**config.mk**
```make
export PLATFORM = sky130hd
export DESIGN_NAME = demux_stream_router
export DESIGN_NICKNAME = d
export VERILOG_FILES = /design/src/rtl/demux_stream_pkg.sv /design/src/rtl/demux_stream_router_skid_buffer.sv /design/src/rtl/demux_stream_router.sv
export SDC_FILE = /design/constraint.sdc
export NUM_CORES = 1
export LEC_CHECK = 0
export ABC_AREA = 1
export BUFFER_PORTS_ARGS = -buffer_cell sky130_fd_sc_hd__buf_2
export CORE_MARGIN = 3
export CORE_UTILIZATION = 29
export DETAILED_ROUTE_END_ITERATION = 12
export GPL_TIMING_DRIVEN = 0
export MAX_ROUTING_LAYER = met4
export SKIP_CTS_REPAIR_TIMING = 1
export SLEW_MARGIN = 20
export SYNTH_ARGS = -nofsm -noshare
export SYNTH_HDL_FRONTEND = slang
export SYNTH_SLANG_ARGS = --single-unit
```
**constraint.sdc**
```tcl
create_clock -name clk -period 4.26 [get_ports clk]
set_clock_uncertainty 0.1 [all_clocks]
set_input_delay 0.426 -clock clk [delete_from_list [all_inputs] [get_ports clk]]
set_output_delay 0.426 -clock clk [all_outputs]
set_load 0.01 [all_outputs]
```
**src/rtl/demux_stream_pkg.sv**
```systemverilog
// demux_stream_pkg: shared route FSM state type and skid depth for demux_stream_router
package demux_stream_pkg;
  typedef enum logic [1:0] {IDLE, PKT0, PKT1} route_state_t;
  localparam int SKID_DEPTH = 2;
endpackage

```
**src/rtl/demux_stream_router_skid_buffer.sv**
```systemverilog
// skid_buffer: 2-entry registered skid buffer (in_valid/in_ready/in_data -> out_valid/out_ready/out_data), in_ready comes only from a flop
module skid_buffer
  import demux_stream_pkg::*;
#(
  parameter int W = 9
) (
  input  logic         clk,
  input  logic         rst,
  input  logic         in_valid,
  output logic         in_ready,
  input  logic [W-1:0] in_data,
  output logic         out_valid,
  input  logic         out_ready,
  output logic [W-1:0] out_data
);
  logic [W-1:0] head, tail;
  logic [1:0] cnt, cnt_n;
  logic nf, push, pop;
  assign push = in_valid & in_ready;
  assign pop = out_valid & out_ready;
  assign cnt_n = cnt + {1'b0, push} - {1'b0, pop};
  assign in_ready = nf;
  assign out_valid = cnt != 2'd0;
  assign out_data = head;
  // nf reflects occupancy after this edge, so in_ready never sees out_ready combinationally
  always_ff @(posedge clk) begin
    if (rst) begin
      cnt <= '0;
      nf <= 1'b1;
    end else begin
      cnt <= cnt_n;
      nf <= cnt_n < 2'(SKID_DEPTH);
      if (push && (cnt == 2'd0 || (cnt == 2'd1 && pop))) head <= in_data;
      else if (pop && cnt == 2'd2) head <= tail;
      if (push && ((cnt == 2'd1 && !pop) || (cnt == 2'd2 && pop))) tail <= in_data;
    end
  end
endmodule

```
**src/rtl/demux_stream_router.sv**
```systemverilog
// demux_stream_router: 1-to-2 packet demux with first-beat select lock, per-channel skid buffers and packet counters
// ports: s_* input stream (valid/ready/data/sel/last), m0_*/m1_* output streams, pkt_cnt0/1 completed packets, busy = packet open
module demux_stream_router
  import demux_stream_pkg::*;
#(
  parameter int DATA_W = 8,
  parameter int CNT_W  = 16
) (
  input  logic              clk,
  input  logic              rst,
  input  logic              s_valid,
  output logic              s_ready,
  input  logic [DATA_W-1:0] s_data,
  input  logic              s_sel,
  input  logic              s_last,
  output logic              m0_valid,
  input  logic              m0_ready,
  output logic [DATA_W-1:0] m0_data,
  output logic              m0_last,
  output logic              m1_valid,
  input  logic              m1_ready,
  output logic [DATA_W-1:0] m1_data,
  output logic              m1_last,
  output logic [CNT_W-1:0]  pkt_cnt0,
  output logic [CNT_W-1:0]  pkt_cnt1,
  output logic              busy
);
  route_state_t state;
  logic tgt, rdy0, rdy1, acc;
  // s_sel only matters while no packet is open
  assign tgt = (state == PKT1) | ((state == IDLE) & s_sel);
  assign s_ready = ~rst & (tgt ? rdy1 : rdy0);
  assign acc = s_valid & s_ready;
  assign busy = state != IDLE;
  skid_buffer #(.W(DATA_W + 1)) u_ch0 (
    .clk(clk), .rst(rst),
    .in_valid(acc & ~tgt), .in_ready(rdy0), .in_data({s_last, s_data}),
    .out_valid(m0_valid), .out_ready(m0_ready), .out_data({m0_last, m0_data})
  );
  skid_buffer #(.W(DATA_W + 1)) u_ch1 (
    .clk(clk), .rst(rst),
    .in_valid(acc & tgt), .in_ready(rdy1), .in_data({s_last, s_data}),
    .out_valid(m1_valid), .out_ready(m1_ready), .out_data({m1_last, m1_data})
  );
  always_ff @(posedge clk) begin
    if (rst) begin
      state <= IDLE;
      pkt_cnt0 <= '0;
      pkt_cnt1 <= '0;
    end else if (acc) begin
      state <= s_last ? IDLE : (state == IDLE ? (s_sel ? PKT1 : PKT0) : state);
      if (s_last && !tgt) pkt_cnt0 <= pkt_cnt0 + 1'b1;
      if (s_last && tgt) pkt_cnt1 <= pkt_cnt1 + 1'b1;
    end
  end
endmodule

```
Yosys cells after proc, flatten, opt, wreduce, memory -nomap -nowiden
Cells that the tools add are included.
{ "word_totals": {"reg_bits": 76, "inputBits": 15, "out_inout_bits": 54} }
{ "classes": {"addsub": 6, "n_lt_le_gt_ge": 2, "n_eq_ne": 5, "muxes": 8, "bitwise": 12, "reduce_logical": 35} }
{ "ops": {"columns": ["operator", "n"], "rows": [
  ["$mux W9", 4],
  ["$add A16 B1 Y16 const B", 2],
  ["$reduce_and A2 Y1", 7],
  ["$logic_and A1 B1 Y1", 12],
  ["$reduce_bool A2 Y1", 6],
  ["$and A1 B1 Y1", 9],
  ["$eq A2 B2 Y1 const B", 3],
  ["$logic_not A2 Y1", 3],
  ["$mux W2", 3],
  ["$add A2 B1 Y2", 2],
  ["$eq A2 B1 Y1 const B", 2],
  ["$logic_or A1 B1 Y1", 4],
  ["$lt A2 B2 Y1 const B", 2],
  ["$sub A2 B1 Y2", 2],
  ["$logic_not A1 Y1", 3],
  ["$not A1 Y1", 2],
  ["$mux W1", 1],
  ["$or A1 B1 Y1", 1]
]} }

Longest topological paths before layout
Gate-level depths: netlist (run 1).
{ "logic_depth": {"word_depth": 11, "mapped_depth": 10, "mapped_depth_nobuf": 10} }

Modules after synthesis
A second synthesis (run 1) with hierarchy kept.
{ "unflattened": {"hier_cells": 506, "area_unflattened_um2": 3928.8} }
{ "modules_own_cells": {"columns": ["mod", "instances", "cells_per_inst", "area_each_um2", "seq_area_each_um2"], "rows": [
  ["demux_stream_router", 1, 348, 2164.6, 680.7],
  ["skid_buffer", 2, 79, 882.1, 600.6]
]} }

Least setup slack after synthesis (run 1)
No wires, ideal clock.
{ "synth_timing": {"path_kind": "in2reg", "start": "input rst", "end": "register u_ch0.tail[0] (enable)", "setup_time_ns": 0.390, "t_arrival_ns": 1.689, "path_slack_ns": 2.081, "cell_stages": 4, "path_cell_list": "buf_2 -> inv_2 -> nand4_4 -> a211oi_1"} }
{ "synth_between": {"elab_chain_cells": 7} }
{ "synth_rtl": {"columns": ["element", "line", "rtl"], "rows": [
  ["start, declared", "demux_stream_router.sv:10", "input logic rst,"],
  ["$not A1 Y1 (no source line) (*)", null, null],
  ["$and A1 B1 Y1", "demux_stream_router.sv:32", "assign s_ready = ~rst & (tgt ? rdy1 : rdy0);"],
  ["$and A1 B1 Y1", "demux_stream_router.sv:33", "assign acc = s_valid & s_ready;"],
  ["$and A1 B1 Y1", "demux_stream_router.sv:37", ".in_valid(acc & ~tgt), .in_ready(rdy0), .in_data({s_last, s_data}),"],
  ["$and A1 B1 Y1", "demux_stream_router_skid_buffer.sv:19", "assign push = in_valid & in_ready;"],
  ["$logic_and A1 B1 Y1", "demux_stream_router_skid_buffer.sv:35", "if (push && ((cnt == 2'd1 && !pop) || (cnt == 2'd2 && pop))) tail <= in_data;"],
  ["$reduce_and A2 Y1 (no source line) (*)", null, null],
  ["end signal, assigned", "demux_stream_router_skid_buffer.sv:35", null],
  ["end, declared", "demux_stream_router_skid_buffer.sv:16", "logic [W-1:0] head, tail;"]
]} }
Every way passes the cells marked *; elsewhere a longest branch is shown, timed or not.
A chain may end at the register's enable or synchronous reset.

Worst setup path in the final report (run 1)
{ "layout_timing": {"start": "register state[1]", "end": "register u_ch1.head[7] (netlist: u_ch1.out_data[7]) (enable)"} }
{ "layout_between": {"elab_chain_cells": 11} }
{ "layout_rtl": {"columns": ["element", "line", "rtl"], "rows": [
  ["start, declared", "demux_stream_router.sv:28", "route_state_t state;"],
  ["start signal, assigned", "demux_stream_router.sv:51", "state <= s_last ? IDLE : (state == IDLE ? (s_sel ? PKT1 : PKT0) : state);"],
  ["$logic_not A2 Y1", "demux_stream_router.sv:31", "assign tgt = (state == PKT1) | ((state == IDLE) & s_sel);"],
  ["$and A1 B1 Y1", "demux_stream_router.sv:31", null],
  ["$or A1 B1 Y1 (*)", "demux_stream_router.sv:31", null],
  ["$mux W1", "demux_stream_router.sv:32", null],
  ["$and A1 B1 Y1", "demux_stream_router.sv:32", null],
  ["$and A1 B1 Y1", "demux_stream_router.sv:33", null],
  ["$and A1 B1 Y1 (*)", "demux_stream_router.sv:42", ".in_valid(acc & tgt), .in_ready(rdy1), .in_data({s_last, s_data}),"],
  ["$and A1 B1 Y1 (*)", "demux_stream_router_skid_buffer.sv:19", null],
  ["$logic_and A1 B1 Y1 (*)", "demux_stream_router_skid_buffer.sv:33", "if (push && (cnt == 2'd0 || (cnt == 2'd1 && pop))) head <= in_data;"],
  ["$reduce_bool A2 Y1 (no source line) (*)", null, null],
  ["$reduce_and A2 Y1 (no source line) (*)", null, null],
  ["end signal, assigned", "demux_stream_router_skid_buffer.sv:33", null],
  ["end signal, assigned", "demux_stream_router_skid_buffer.sv:34", "else if (pop && cnt == 2'd2) head <= tail;"],
  ["end, declared", "demux_stream_router_skid_buffer.sv:16", null]
]} }
Marked as above.

==> impl_metrics.tcl, run 1 <==
set metrics [dict create \
    hold_viol_final 0 \
    cp.required_ns 4.13 \
    end_kind "flip-flop" \
    fin_crit_ns 2.26 \
    leakage_nw 1.93 \
    n_fill_cell 1332 \
    drt_first_pass_iters 4 \
    worstMarginPinSlew_ns 0.788 \
    die_x_um 121 \
    path_clk_slew_ns 0.06 \
    grt_usage_pct 12.4 \
    clockBufferDepth 2 \
    async_reset_ff_share_pct 0 \
    row_count 41 \
    yosys_warnings 0 \
    hold-worst-slack_ns 0.195 \
    diodes 0 \
    core_um2 12800 \
    ioPinCount 69 \
    via_count 3169 \
    cts_max_level 3 \
    crit_cells 9 \
    path_buf_inv 2 \
    wl_um 8530 \
    grt.met2_usage_pct 19.6 \
    dp_cells 695 \
    ys_ff_latch 76 \
    synth.distinct_cells 25 \
    synth_area_per_cell_um2 8.45 \
    critPathMaxFanout 10 \
    design_area_um2 4740 \
    wl_per_cell_um 12.0 \
    crit_chain "inv_2 > nand2_4 > nand2_4 > nand2_4 > nand4_4 > nor2_4 > nand2_4 > buf_6 > a21oi_2" \
    outcome "complete, no violations" \
    netlist_area_um2 3850 \
    setup_viol 0 \
    slowest_delay_ns 0.47 \
    grt_pass1_wl_um 14100 \
    cp.arrival_ns 2.13 \
    final_max_slew_viol_count 0 \
    grt_max_degree 15 \
    fin_crit_sh_pct 53.0 \
    mostFrequentLayoutCell "nand2_1" \
    ys.flop_type "dfxtp_1" \
    hold-path-cell-count 1 \
    slowest_stage "a21oi_2" \
    mostFrequentLayoutCells "nand2_1, buf_2, inv_1, nor2_1, dfxtp_1" \
    top_usage_layer "met2" \
    numCtsBuffers 9 \
    ys_seq_area_share_pct 48.8 \
    dieHeight_um 121 \
    placed_cell_area_um2 4410 \
    ir_drop_uv 195 \
    drt_iter0_markers 223 \
    io_buffers 67 \
    fin_util_pct 36.9 \
    synth_edf_count 36 \
    drtAntennaViolNets 0 \
    rsz0062_at_grt "false" \
    use_met1_pct 15.7 \
    fin_tns_setup_ns 0 \
    area_delta_synth_final_pct 23.0 \
    layout.cells.non_filler 711 \
    rr_worst_depth 9 \
    dieArea_um2 14700 \
    cts.sinks 76 \
    drv_cap 0 \
    nNetsFinal 555 \
    grt_pass1_vias 2860 \
    cellPowerDensity_nw_per_um2 417 \
    drive_above_1_share_pct 27.6 \
    antenna_found_initial 0 \
    gr-total-overflow 0 \
    crit_path_frequent_cell "nand2_4" \
    routabilityCongestion 0.850 \
    start_util_pct 30.0 \
    fmaxAchievable_ghz 0.443 \
    avgViaCountPerCell 4.46 \
    slew-limit-headroom_pct 47.4 \
    use_met3_pct 3.12 \
    tritoncts "built" \
    remaining_drc_errors 0 \
    clock_latency_ns 0.33 \
    cts_root_buf "clkbuf_16" \
    synth_nets 477 \
    path_class "flip-flop to flip-flop" \
    synthCells 456 \
    cp-start-kind "flip-flop" \
    hold_class "input pin to flip-flop" \
    crit_family "simple AND/OR/NAND/NOR gates" \
    hpwl_um 6380 \
]
## report_power, final
part	switching (W)	internal (W)	total, W
logic	0.000203	0.000112	0.000315
registers	0.0000213	0.000817	0.000838
clock network	0.000306	0.000516	0.000821
## synthesized netlist by cell type (9+ instances only)
master    instances  area share, %
nand2_1         137             13
inv_1            47            4.6
nor2_1           41            4.0
dfxtp_1          40             21
edfxtp_1         36             28
a21oi_1          25            3.2
nand3_1          20            2.6
o21ai_2          18            4.1
a21oi_2          12            2.7
nand2_2          12            1.9
xnor2_1          11            2.5
nand4_1           9            1.5
## area by class of cell
class                      count  area [um2]  area share, %
inverter                      51         191           4.04
clock buffer                   9         225           4.75
multi-input combinational    319        1720           36.3
tap                          172         215           4.54
clock inverter                 7        98.8           2.09
buffer                        10        71.3           1.51
sequential                    76        1880           39.7
timing repair buffer          67         335           7.08
## registers in the layout, summed over array words and instances, names as in the netlist
signal          flops
pkt_cnt0           16
pkt_cnt1           16
state               2
u_ch0.cnt           2
u_ch0.in_ready      1
u_ch0.out_data      9
u_ch0.tail          9
u_ch1.cnt           2
u_ch1.in_ready      1
u_ch1.out_data      9
u_ch1.tail          9
## worst reg2reg max path, stage by stage, from the launching register on
cell     delay [ns]
dfxtp_1        0.34
inv_2          0.06
nand2_4        0.06
nand2_4        0.09
nand2_4        0.09
nand4_4        0.20
nor2_4         0.19
nand2_4        0.12
buf_6          0.19
a21oi_2        0.47
## worst paths after layout
kind	slack [ns]	from	endpoint
worst max-delay path	2.00	state[1]	u_ch1.out_data[7]
worst min-delay path	0.19	s_data[1]	u_ch0.tail[1]
worst max register to register	2.00	state[1]	u_ch1.out_data[7]
worst min register to register	0.39	state[0]	state[0]
## layer usage
metal	share of wire [%]	vias to the layer above
met1	46	1447
met3	5.4	8
met2	47	78
met5	0	-
met4	1.4	0
li1	-	1636
## metrics by stage
step                      setup WS (ns)  total power [W]
after floorplan                    2.08          0.00108
after global placement             1.52          0.00116
after detailed placement           1.72          0.00117
after CTS                          1.95          0.00201
after global routing               1.82          0.00208
final                              2.00          0.00197
## logic make-up after synthesis
| kind of cell | count (synthesis) | share of synthesized area [%] |
|---|---|---|
| compound gates | 64 | 11.4 |
| xor+xnor | 19 | 4.32 |
| flops | 76 | 48.8 |
| buf+inv | 61 | 6.82 |
| fa+ha+maj | 6 | 1.95 |
| simple gates | 230 | 26.7 |
No activity file was read; power rests on OpenSTA's default activity.
==> run 2, diff against run 1 <==
Clock period 4.26 ns to 2.35 ns, I/O delays scaled along.
==> run 2 against run 1 <==
Effect of this change: wire length up 0.32%; via count is 0.16% lower; highest routed layer unchanged; critical path type unchanged; flip-flop and latch count unchanged; global-route usage did not move; cell count increased by 0.14%; worst hold slack worse by 0.18 ns; sequential share of layout area fell by 0.21 points.
==> impl_metrics.tcl, run 2 (synthesis gave the netlist of run 1 again) <==
set metrics [dict create \
    path_buf_inv 2 \
    path_class "flip-flop to flip-flop" \
    ioPinCount 69 \
    hold_end "u_ch1.tail[4]" \
    rsz0062_at_grt "false" \
    reg2reg_to "u_ch1.out_data[7]" \
    crit_path_frequent_cell "nand2_4" \
    slowest_stage "dfxtp_1" \
    die_x_um 121 \
    wl_um 8550 \
    rr_worst_depth 9 \
    cts_max_level 3 \
    use_met3_pct 3.12 \
    reg2reg_slack_ns 0.27 \
    reg.largest.list "pkt_cnt0: 16 flops, pkt_cnt1: 16 flops" \
    grt_pass1_wl_um 14100 \
    crit_chain "inv_2 > nand2_4 > nand2_4 > nand2_4 > nand4_4 > nor2_4 > nand2_4 > buf_6 > a21oi_4" \
    critPathMaxFanout 10 \
    avgViaCountPerCell 4.44 \
    mostFrequentLayoutCells "nand2_1, buf_2, inv_1, nor2_1, dfxtp_1" \
    grt_max_degree 15 \
    outcome "complete, no violations" \
    dieArea_um2 14700 \
    remaining_drc_errors 0 \
    final_max_slew_viol_count 0 \
    numCtsBuffers 9 \
    cts.sinks 76 \
    cellPowerDensity_nw_per_um2 754 \
    cts_root_buf "clkbuf_16" \
    ir_drop_uv 354 \
    area_delta_synth_final_pct 23.6 \
    hold_class "input pin to flip-flop" \
    leakage_nw 1.94 \
    use_met1_pct 15.7 \
    clockBufferDepth 2 \
    cp.arrival_ns 1.98 \
    grt.met2_usage_pct 19.6 \
    cp.required_ns 2.25 \
    top_usage_layer "met2" \
    hold_viol_final 0 \
    path_clk_slew_ns 0.06 \
    wl_per_cell_um 12.0 \
    hold_start "s_data[4]" \
    drv_cap 0 \
    diodes 0 \
    end_kind "flip-flop" \
    slew-limit-headroom_pct 43.5 \
    hpwl_um 6380 \
    rr_startpoint "state[1]" \
    dieHeight_um 121 \
    cp-start-kind "flip-flop" \
    setup_viol 0 \
    slowest_delay_ns 0.34 \
    fin_crit_ns 2.08 \
    drt_iter0_markers 224 \
    row_count 41 \
    tritoncts "built" \
    fin_crit_sh_pct 88.5 \
    grt_usage_pct 12.4 \
    clock_latency_ns 0.33 \
    mostFrequentLayoutCell "nand2_1" \
    core_um2 12800 \
    worstMarginPinSlew_ns 0.848 \
    gr-total-overflow 0 \
    drtAntennaViolNets 0 \
    nNetsFinal 556 \
    crit_family "simple AND/OR/NAND/NOR gates" \
    io_buffers 67 \
    via_count 3164 \
    placed_cell_area_um2 4410 \
    antenna_found_initial 0 \
    start_util_pct 30.0 \
    fmaxAchievable_ghz 0.481 \
    drt_first_pass_iters 4 \
    routabilityCongestion 0.850 \
    hold-path-cell-count 1 \
    grt_pass1_vias 2860 \
    fin_tns_setup_ns 0 \
    design_area_um2 4760 \
    drive_above_1_share_pct 27.6 \
]
run 2: worst reg2reg max path: stages, from the launching register on:
cell and delay [ns]:
dfxtp_1 0.34, inv_2 0.06, nand2_4 0.06, nand2_4 0.09, nand2_4 0.09, nand4_4 0.20, nor2_4 0.19, nand2_4 0.12
buf_6 0.19, a21oi_4 0.32
run 2: worst max-delay path by stage:
stage	endpoint	cells after the start	slack, ns	startpoint
after floorplan	u_ch0.tail[0]	5	0.32	state[1]
after global placement	u_ch1.tail[3]	6	-0.20	s_sel
after detailed placement	u_ch1.out_data[1]	9	0.005	s_sel
after CTS	u_ch1.out_data[6]	9	0.04	state[1]
after global routing	u_ch1.out_data[7]	9	0.10	state[1]
final	u_ch1.out_data[7]	9	0.27	state[1]
run 2: layout make-up:
cell class                 count  area, um2
timing repair buffer          68        345
tap                          172        215
fill                        1329       8060
sequential                    76       1880
multi-input combinational    319       1730
clock buffer                   9        225
clock inverter                 7       98.8
inverter                      51        191
buffer                        10       71.3
run 2: power breakdown:
group / total, W / internal (W) / leakage [nW] / switching, W
registers: 0.00152 / 0.00148 / 0.650 / 0.0000387
logic: 0.000581 / 0.000207 / 1.13 / 0.000374
clock network: 0.00149 / 0.000935 / 0.156 / 0.000554
total: 0.00359 / 0.00262 / 1.94 / 0.000967
run 2: through the flow:
stage	worst slack, ns	cells	hold slack [ns]	total power, W	util (%)
floorplan	0.321	456	0.234	0.00196	-
global placement	-0.201	695	0.343	0.00211	34.3
detailed placement	0.00485	695	0.343	0.00213	34.4
CTS	0.0386	711	-0.0107	0.00364	36.9
global route	0.104	712	0.00398	0.00378	37.1
finish	0.270	712	0.0147	0.00359	37.1
run 2: per-layer routing:
layer,vias to the layer above,wire length (um),share of wire [%]
li1,1638,-,-
met5,-,0,0
met1,1445,4010,47
met4,0,117,1.4
met2,73,3980,47
met3,8,443,5.2
